### config.mk
export PLATFORM = sky130hd
export DESIGN_NAME = mesh_port_scheduler
export DESIGN_NICKNAME = d
export VERILOG_FILES = /design/src/rtl/mesh_port_scheduler.sv
export SDC_FILE = /design/constraint.sdc
export NUM_CORES = 1
export LEC_CHECK = 0
export ABC_AREA = 0
export CORE_ASPECT_RATIO = 0.9
export CORE_UTILIZATION = 37
export CTS_BUF_LIST = sky130_fd_sc_hd__clkbuf_8
export CTS_CLUSTER_DIAMETER = 60
export CTS_CLUSTER_SIZE = 25
export DETAILED_ROUTE_END_ITERATION = 8
export PLACE_DENSITY = 0.93
export SYNTH_ARGS = -nofsm -noshare
export SYNTH_HDL_FRONTEND = slang
export SYNTH_SLANG_ARGS = --single-unit
### constraint.sdc
create_clock -name clk -period 6.8 [get_ports clk]
set_clock_uncertainty 0.2 [all_clocks]
set_input_delay 1.36 -clock clk [delete_from_list [all_inputs] [get_ports clk]]
set_output_delay 1.36 -clock clk [all_outputs]
set_load 0.005 [all_outputs]
### src/rtl/mesh_port_scheduler.sv
// Wormhole output-port scheduler: round-robin pick in IDLE,
// then the link stays locked to one input until its tail flit leaves.
module mesh_port_scheduler #(
  parameter int NUM_REQ = 5,
  parameter int WIDTH   = 32,
  parameter int IDX_W   = 3
) (
  input  logic                     clk,
  input  logic                     rst,
  input  logic [NUM_REQ-1:0]       in_valid,
  input  logic [NUM_REQ*WIDTH-1:0] in_data,
  input  logic [NUM_REQ-1:0]       in_tail,
  output logic [NUM_REQ-1:0]       in_ready,
  output logic                     out_valid,
  output logic [WIDTH-1:0]         out_data,
  output logic                     out_tail,
  input  logic                     out_ready,
  output logic [IDX_W-1:0]         grant_id,
  output logic                     busy
);

  typedef enum logic {
    IDLE,
    LOCKED
  } state_t;

  state_t           state_q;
  logic [IDX_W-1:0] owner_q;
  logic [IDX_W-1:0] rr_q;

  logic             pick_vld;
  logic [IDX_W-1:0] pick_idx;
  logic             act;
  logic             xfer;
  logic             owner_last;
  logic [IDX_W-1:0] rr_next;

  // Scan from the highest offset down so the lowest offset wins.
  always_comb begin
    logic [IDX_W:0]   sum;
    logic [IDX_W-1:0] idx;
    pick_vld = 1'b0;
    pick_idx = '0;
    sum      = '0;
    idx      = '0;
    for (int k = NUM_REQ - 1; k >= 0; k--) begin
      sum = {1'b0, rr_q} + (IDX_W+1)'(k);
      if (sum >= (IDX_W+1)'(NUM_REQ))
        sum = sum - (IDX_W+1)'(NUM_REQ);
      idx = sum[IDX_W-1:0];
      if (in_valid[idx]) begin
        pick_vld = 1'b1;
        pick_idx = idx;
      end
    end
  end

  // The reset cycle itself must never move a flit.
  assign act        = (state_q == LOCKED) && !rst;
  assign xfer       = act && in_valid[owner_q] && out_ready;
  assign owner_last = (owner_q == IDX_W'(NUM_REQ - 1));
  assign rr_next    = owner_last ? '0 : owner_q + 1'b1;

  always_ff @(posedge clk) begin
    if (rst) begin
      state_q <= IDLE;
      owner_q <= '0;
      rr_q    <= '0;
    end else begin
      unique case (state_q)
        IDLE: begin
          if (pick_vld) begin
            owner_q <= pick_idx;
            state_q <= LOCKED;
          end
        end
        LOCKED: begin
          if (xfer && in_tail[owner_q]) begin
            state_q <= IDLE;
            rr_q    <= rr_next;
          end
        end
        default: state_q <= IDLE;
      endcase
    end
  end

  always_comb begin
    in_ready  = '0;
    out_valid = 1'b0;
    out_data  = '0;
    out_tail  = 1'b0;
    if (act) begin
      in_ready[owner_q] = out_ready;
      out_valid = in_valid[owner_q];
      out_data  = in_data[owner_q*WIDTH +: WIDTH];
      out_tail  = in_tail[owner_q];
    end
  end

  assign busy     = (state_q == LOCKED);
  assign grant_id = busy ? owner_q : '0;

endmodule

======== Word level (Yosys, flattened, before mapping) ========
Index checks and enable logic that the tools add are counted.
storage, ports and cells
  bits in registers ....................... 7
  bits of input ports ..................... 173
  output and inout port bits .............. 43
  logic and storage cells ................. 77
operators by class
  $add $sub $neg .......................... 10
  magnitude comparators ................... 12
  eq/ne operators ......................... 1
  shift operators ......................... 1
  muxes and demuxes ....................... 40
  bitwise gates (word level) .............. 2
  reduce and logical (&&, ||, !) cells .... 8
operators with widths
  cell                   number
  $shiftx A160 B9 Y32    1
  $mux W3                12
  $mux W32               1
  $lt A3 B4 Y1 const B   6
  $bmux W1 S3            7
  $mux W1                17
  $ge A4 B3 Y1 const B   4
  $sub A3 B3 Y3 const B  5
  $add A3 B2 Y4 const B  2
  $and A5 B5 Y5          1
  $logic_and A1 B1 Y1    5
  $mux W5                1
  $add A3 B1 Y4 const B  1
  $add A3 B3 Y4 const B  1
  $reduce_and A2 Y1      2
  $add A3 B1 Y3 const B  1
  $demux W1 S3           1
  $eq A3 B3 Y1 const B   1
  $ge A3 B1 Y1 const B   1
  $ge A3 B3 Y1 const B   1
  $pmux W1 S2            1
  $logic_not A1 Y1       1
  $not A1 Y1             1

======== Depth between registers and ports, before layout ========
Gate-level depths: netlist of the first run.
  word-level depth ........................ 12
  mapped depth ............................ 13
  mapped depth without buffers ............ 11

======== Worst setup path after synthesis of the first run ========
No wires, ideal clock.
  kind .................................... input to output
  start ................................... input port rst
  end ..................................... output port out_data[10]
  data arrival time ....................... 1995 ps
  data required time ...................... 5240 ps
  path slack .............................. 3245 ps
  cell stages on the path ................. 4
  path buffers ............................ 1
  cells stage by stage .................... inv_1 nand2_1 clkbuf_1 nor2_1
between the ends
  word-level cells in the longest chain between the ends .. 3
RTL lines
  element              RTL line  source
  from (decl)          9         input logic rst,
  $logic_not A1 Y1     59        assign act = (state_q == LOCKED) && !rst;
  $logic_and A1 B1 Y1  59
  $mux W32             93        if (act) begin
  to (decl)            15        output logic [WIDTH-1:0] out_data,
Every way passes these cells.

======== Final worst setup path of the first run ========
  start ................................... input port rst
  end ..................................... output port out_data[19]
Same word-level chain as after synthesis.

==> results of run 1 <==
## area by class of cell
type                    instances  area [µm²]
flip-flops and latches          7         141
well taps                      93         116
clock buffers                   3        41.3
inverters                      13        48.8
repair buffers                220        2190
multi-input cells             338        2380
clock inverters                 1        3.75
fillers                       577        2120
## synthesized netlist by cell type, drive strengths merged (3+ instances only)
| library cell | instances |
|---|---|
| and3 | 4 |
| or3b | 3 |
| dfxtp | 7 |
| mux2i | 43 |
| a21oi | 17 |
| or3 | 3 |
| a222oi | 30 |
| buf | 13 |
| o21ai | 41 |
| o22ai | 3 |
| nor3 | 7 |
| xnor2 | 3 |
| nor2 | 53 |
| a22oi | 3 |
| nor4 | 5 |
| nand3 | 6 |
| o211ai | 3 |
| a211oi | 6 |
| o211a | 3 |
| mux2 | 5 |
| clkbuf | 18 |
| nand2 | 41 |
| nand2b | 8 |
| ha | 10 |
| nor2b | 7 |
| o2111ai | 4 |
| inv | 13 |
## metal layers
metal / track usage, % / wire length, µm / vias to the layer above
met1: 39.7 / 5300 / 1893
li1: - / - / 1883
met4: 14.2 / 511 / 0
met5: 0 / 0 / -
met2: 57.8 / 6470 / 273
met3: 6.19 / 1300 / 43
## tightest hold or removal path: cells and delay by family (launching register included)
family,cells,cell delay [ns]
compound gates,2,0.24
flops,1,0.40
## flip-flops by register name, summed over array words and instances (netlist names)
signal	flops
busy	1
owner_q	3
rr_q	3
## power groups by stage
stage                     clock (mW)  combinational [mW]  sequential, mW
after floorplan                    0               0.138          0.0458
after global placement             0               0.298          0.0503
after detailed placement           0               0.305          0.0505
after CTS                     0.0583               0.306          0.0498
after global routing          0.0616               0.333          0.0506
final                         0.0582               0.311          0.0501
## metrics by stage
stage	hold WS (ns)	instance area, µm²
6_report	0.472	4920
5_1_grt	0.525	4920
4_1_cts	0.464	4920
3_5_place_dp	0.448	4870
3_3_place_gp	0.442	4870
2_1_floorplan	0.417	2680
## logic make-up (layout without fill, tap and decap cells)
kind of cell	count (synthesis)	after routing	synth area share (%)
AO/OA/AOI/OAI	125	125	34.9
AND/OR/NAND/NOR	148	148	26.8
adder cells (fa/ha/maj)	11	11	5.41
XOR/XNOR	4	4	1.31
buffers and inverters	44	237	6.57
multiplexers	50	50	19.8
flip-flops	7	7	5.22
## worst max-delay path by stage
stage	endpoint	slack [ns]	depth (start not counted)
detailed placement	out_data[19]	1.52	5
floorplan	out_data[10]	3.25	4
global route	out_data[25]	1.23	5
finish	out_data[19]	1.42	5
global placement	out_data[22]	1.71	5
CTS	out_data[19]	1.50	5
==> results.toml, run 1 <==
[setup_path]
slowest_delay_ns = 0.75
path_common_cell = "clkdlybuf4s50_1"
crit_path_end_kind = "output pin"
path_class = "in2out"
r2r_end = "owner_q[1]"
crit_family = "buffers and inverters"
slowest_stage = "nand2_1"
r2r_start = "rr_q[0]"
crit_chain = "clkdlybuf4s50_1 > inv_1 > nand2_1 > nor2_1 > clkdlybuf4s50_1"
cp_max_fo = 34
worstSetupStartpointType = "primary input"
critPathBufInv = 3
worstPathArrival_ns = 3.82
required_ns = 5.24
critPathLaunch = "rst"
ff2ff_path_depth = 9
ff2ff_setup_slack_ns = 2.84

[power_and_ir_drop]
p_int_uw = 259
switching_power_uw = 160
power.density_nw_per_um2 = 85.2
peakVddDrop_mv = 0.0877
combPwrFrac_pct = 74.1
sequentialPowerShare_pct = 12.0
power_frac_clock_pct = 13.9
p_leak_nw = 1.78
power.total_uw = 419
p_sw_share_pct = 38.1

[final_layout]
final_cell_mix = "clkdlybuf4s50_1 (215), nor2_1 (53), mux2i_1 (43), nand2_1 (41), o21ai_0 (40)"
finalNetCount = 767
final_common_cell = "clkdlybuf4s50_1"
drive_above_1_share_pct = 5.84
area_growth_pct = 83.3
fin_cells = 675
fin_util_pct = 69.9
diodes = 0

[timing]
setup_viol_count_final = 0
fin_ws_ns = 1.42
period_needed_ns = 5.38
rsz0062_at_grt = "false"
period_share_pct = 79.1
fin_tns_setup_ns = 0
worst_pin_slew_ns = 1.22
fmax_mhz = 186
drv_slew = 0
hold_viol = 0
slew-limit-headroom_pct = 18.6

[grt]
grt_use_total_pct = 32.8
gr-total-overflow = 0
grt_max_degree = 37
grt_pass1_wl_mm = 19.6
antenna_found_initial = 0
grt_pass1_vias = 3737

[worst_hold_path]
min_path_type = "reg2reg"
holdPathEnd = "owner_q[0]"
hold_path_startpoint = "busy"
hold_depth = 2

[placement]
dp_cells = 671
dp_slack_ns = 1.52
hpwl_mm = 10.6
portBuffers = 215
gp_congestion = 0.964

[detailed_routing]
routed_wl_mm = 13.6
wl_per_cell_um = 20.1
dr.first_iter.drc_count = 427
num_vias = 4092
drc_errors = 0
ant_nets = 0
firstDrtPassIters = 6
avgViaCountPerCell = 6.06

[clock_network]
ctsResizeCount = 0
clock-sinks = 7
worstSkewPairLatency_ns = 0.23
clk_path_buf_depth = 2
ctsHtreeMaxLevel = 1
cts_root_buffer = "clkbuf_8"
cts_tree = "built"
path_clk_slew_ns = 0.04
postCtsHoldBufs = 0
cts_buffers = 3
cts_setup_buffers = 0

[synth]
synth_edf_count = 0
netlist_instances = 389
synth_top_area_share_pct = 16.0
async_reset_ff_share_pct = 0
yosys_warnings = 0
synth_cell_types = 64
synth_nets = 573
synth_area_um2 = 2680
yosysTopAreaCell = "mux2i_1"
synth_flop_cell = "dfxtp_1"
ys_seq_area_share_pct = 5.22
postSynthAreaPerCell_um2 = 6.90
synth_seq_cells = 7
synth.area.top_cells = "mux2i_1 (16%), a222oi_1 (11%), o21ai_0 (7.5%)"

[status]
status = "finished clean"

[floorplanning]
coreArea_um2 = 7040
die_y_um = 82.8
die_area_um2 = 7600
num_rows = 29
boundaryPins = 216
die_width_um = 91.8
start_util_pct = 38.1

[flow_run]
max_cap_viol_count = 0
Power figures use the tool's default switching activity.
==> run 2: changes to the inputs <==
CORE_UTILIZATION = 34   (was 37)
PLACE_DENSITY = 0.87   (was 0.93)
clock period = 5.2 ns   (was 6.8 ns; I/O delays follow)
==> run 2 against run 1 <==
  * Global-route usage down 1.9 points
  * Largest cell class unchanged
  * Hold slack better by 0.060 ns
  * Sequential power increased by 40%
  * Wire length is essentially flat
  * Critical path depth increased by 1
==> results.toml, run 2 (synthesized netlist as in run 1, its figures left out) <==
[power_and_ir_drop]
power.density_nw_per_um2 = 110
p_leak_nw = 1.81
peakVddDrop_mv = 0.128
power.total_uw = 546

[setup_path]
required_ns = 3.96
cp_max_fo = 19
worstSetupStartpointType = "primary input"
crit_family = "buffers and inverters"
worstPathArrival_ns = 3.22
slowest_stage = "clkdlybuf4s50_1"
crit_path_end_kind = "output pin"
r2r_start = "rr_q[1]"
path_class = "in2out"
path_common_cell = "clkdlybuf4s50_1"
crit_chain = "clkdlybuf4s50_1 > inv_1 > nand2_1 > buf_4 > nor2_1 > clkdlybuf4s50_1"
slowest_delay_ns = 0.52
critPathLaunch = "rst"
critPathBufInv = 4

[clock_network]
cts_setup_buffers = 0
cts_tree = "built"
ctsHtreeMaxLevel = 1
worstSkewPairLatency_ns = 0.23
cts_buffers = 3
postCtsHoldBufs = 0
clk_path_buf_depth = 2
path_clk_slew_ns = 0.04
cts_root_buffer = "clkbuf_8"
clock-sinks = 7
ctsResizeCount = 0

[final_layout]
area_growth_pct = 85.1
final_cell_mix = "clkdlybuf4s50_1 (215), nor2_1 (53), mux2i_1 (43), nand2_1 (41), o21ai_0 (40)"
finalNetCount = 773
fin_cells = 684
drive_above_1_share_pct = 6.80
final_common_cell = "clkdlybuf4s50_1"
diodes = 0
fin_area_um2 = 4970

[timing]
drv_slew = 0
period_share_pct = 85.8
setup_viol_count_final = 0
fin_tns_setup_ns = 0
fin_ws_ns = 0.739
hold_viol = 0
fmax_mhz = 224
period_needed_ns = 4.46
worst_pin_slew_ns = 0.914
rsz0062_at_grt = "false"
slew-limit-headroom_pct = 38.8

[placement]
portBuffers = 215
dp_cells = 680
dp_slack_ns = 0.763
hpwl_mm = 10.6
placed_area_um2 = 4920
gp_congestion = 1.06

[detailed_routing]
firstDrtPassIters = 7
num_vias = 4175
dr.first_iter.drc_count = 489
avgViaCountPerCell = 6.10
drc_errors = 0
ant_nets = 0
routed_wl_mm = 13.6
wl_per_cell_um = 19.8

[floorplanning]
coreArea_um2 = 7580
start_util_pct = 35.4
die_area_um2 = 8250
die_width_um = 95.7
num_rows = 30
boundaryPins = 216
die_y_um = 86.3

[status]
status = "finished clean"

[grt]
grt_use_total_pct = 30.9
gr-total-overflow = 0
grt_pass1_wl_mm = 20.0
grt_max_degree = 32
antenna_found_initial = 0
grt_pass1_vias = 3942

[worst_hold_path]
min_path_type = "reg2reg"
hold_path_startpoint = "busy"

[flow_run]
max_cap_viol_count = 0
run 2: cell types whose count changed in the layout (fill, tap and decap cells not counted):
cell and delta:
buf_4 +6
run 2: final timing paths:
kind	to	slack, ns	cells past startpoint
hold / removal	owner_q[0]	0.53	2
setup reg to reg	owner_q[1]	1.23	9
hold reg to reg	owner_q[0]	0.53	2
setup / recovery	out_valid	0.74	6
run 2: metrics by stage:
step	hold slack [ns]	util (%)
floorplan	0.417	-
global placement	0.463	64.9
detailed placement	0.523	64.9
CTS	0.529	65.5
global route	0.582	65.5
finish	0.532	65.5
run 2: worst min-delay path: cells and delay by family, from the launching register on:
kind            cells  cell delay, ns
simple gates        1            0.17
compound gates      1            0.09
flops               1            0.42
run 2: cell type report:
type	instances	area, µm²
clock buffer	3	41.3
clock inverter	1	3.75
fill	646	2620
inverter	13	48.8
multi-input combinational	338	2380
sequential	7	141
tap	96	120
timing repair buffer	226	2230
run 2: metal layers:
layer | part of all wire [%] | vias up | global-route usage [%]
li1 | - | 1900 | -
met1 | 39 | 1920 | 40.6
met2 | 46 | 308 | 50.3
met3 | 11 | 47 | 6.32
met4 | 3.3 | 0 | 10.2
met5 | 0 | - | 0
run 2: where the power goes:
part           total (mW)  switching, mW  internal [mW]
clock              0.0752         0.0242         0.0511
combinational       0.401          0.167          0.234
sequential         0.0699         0.0132         0.0567
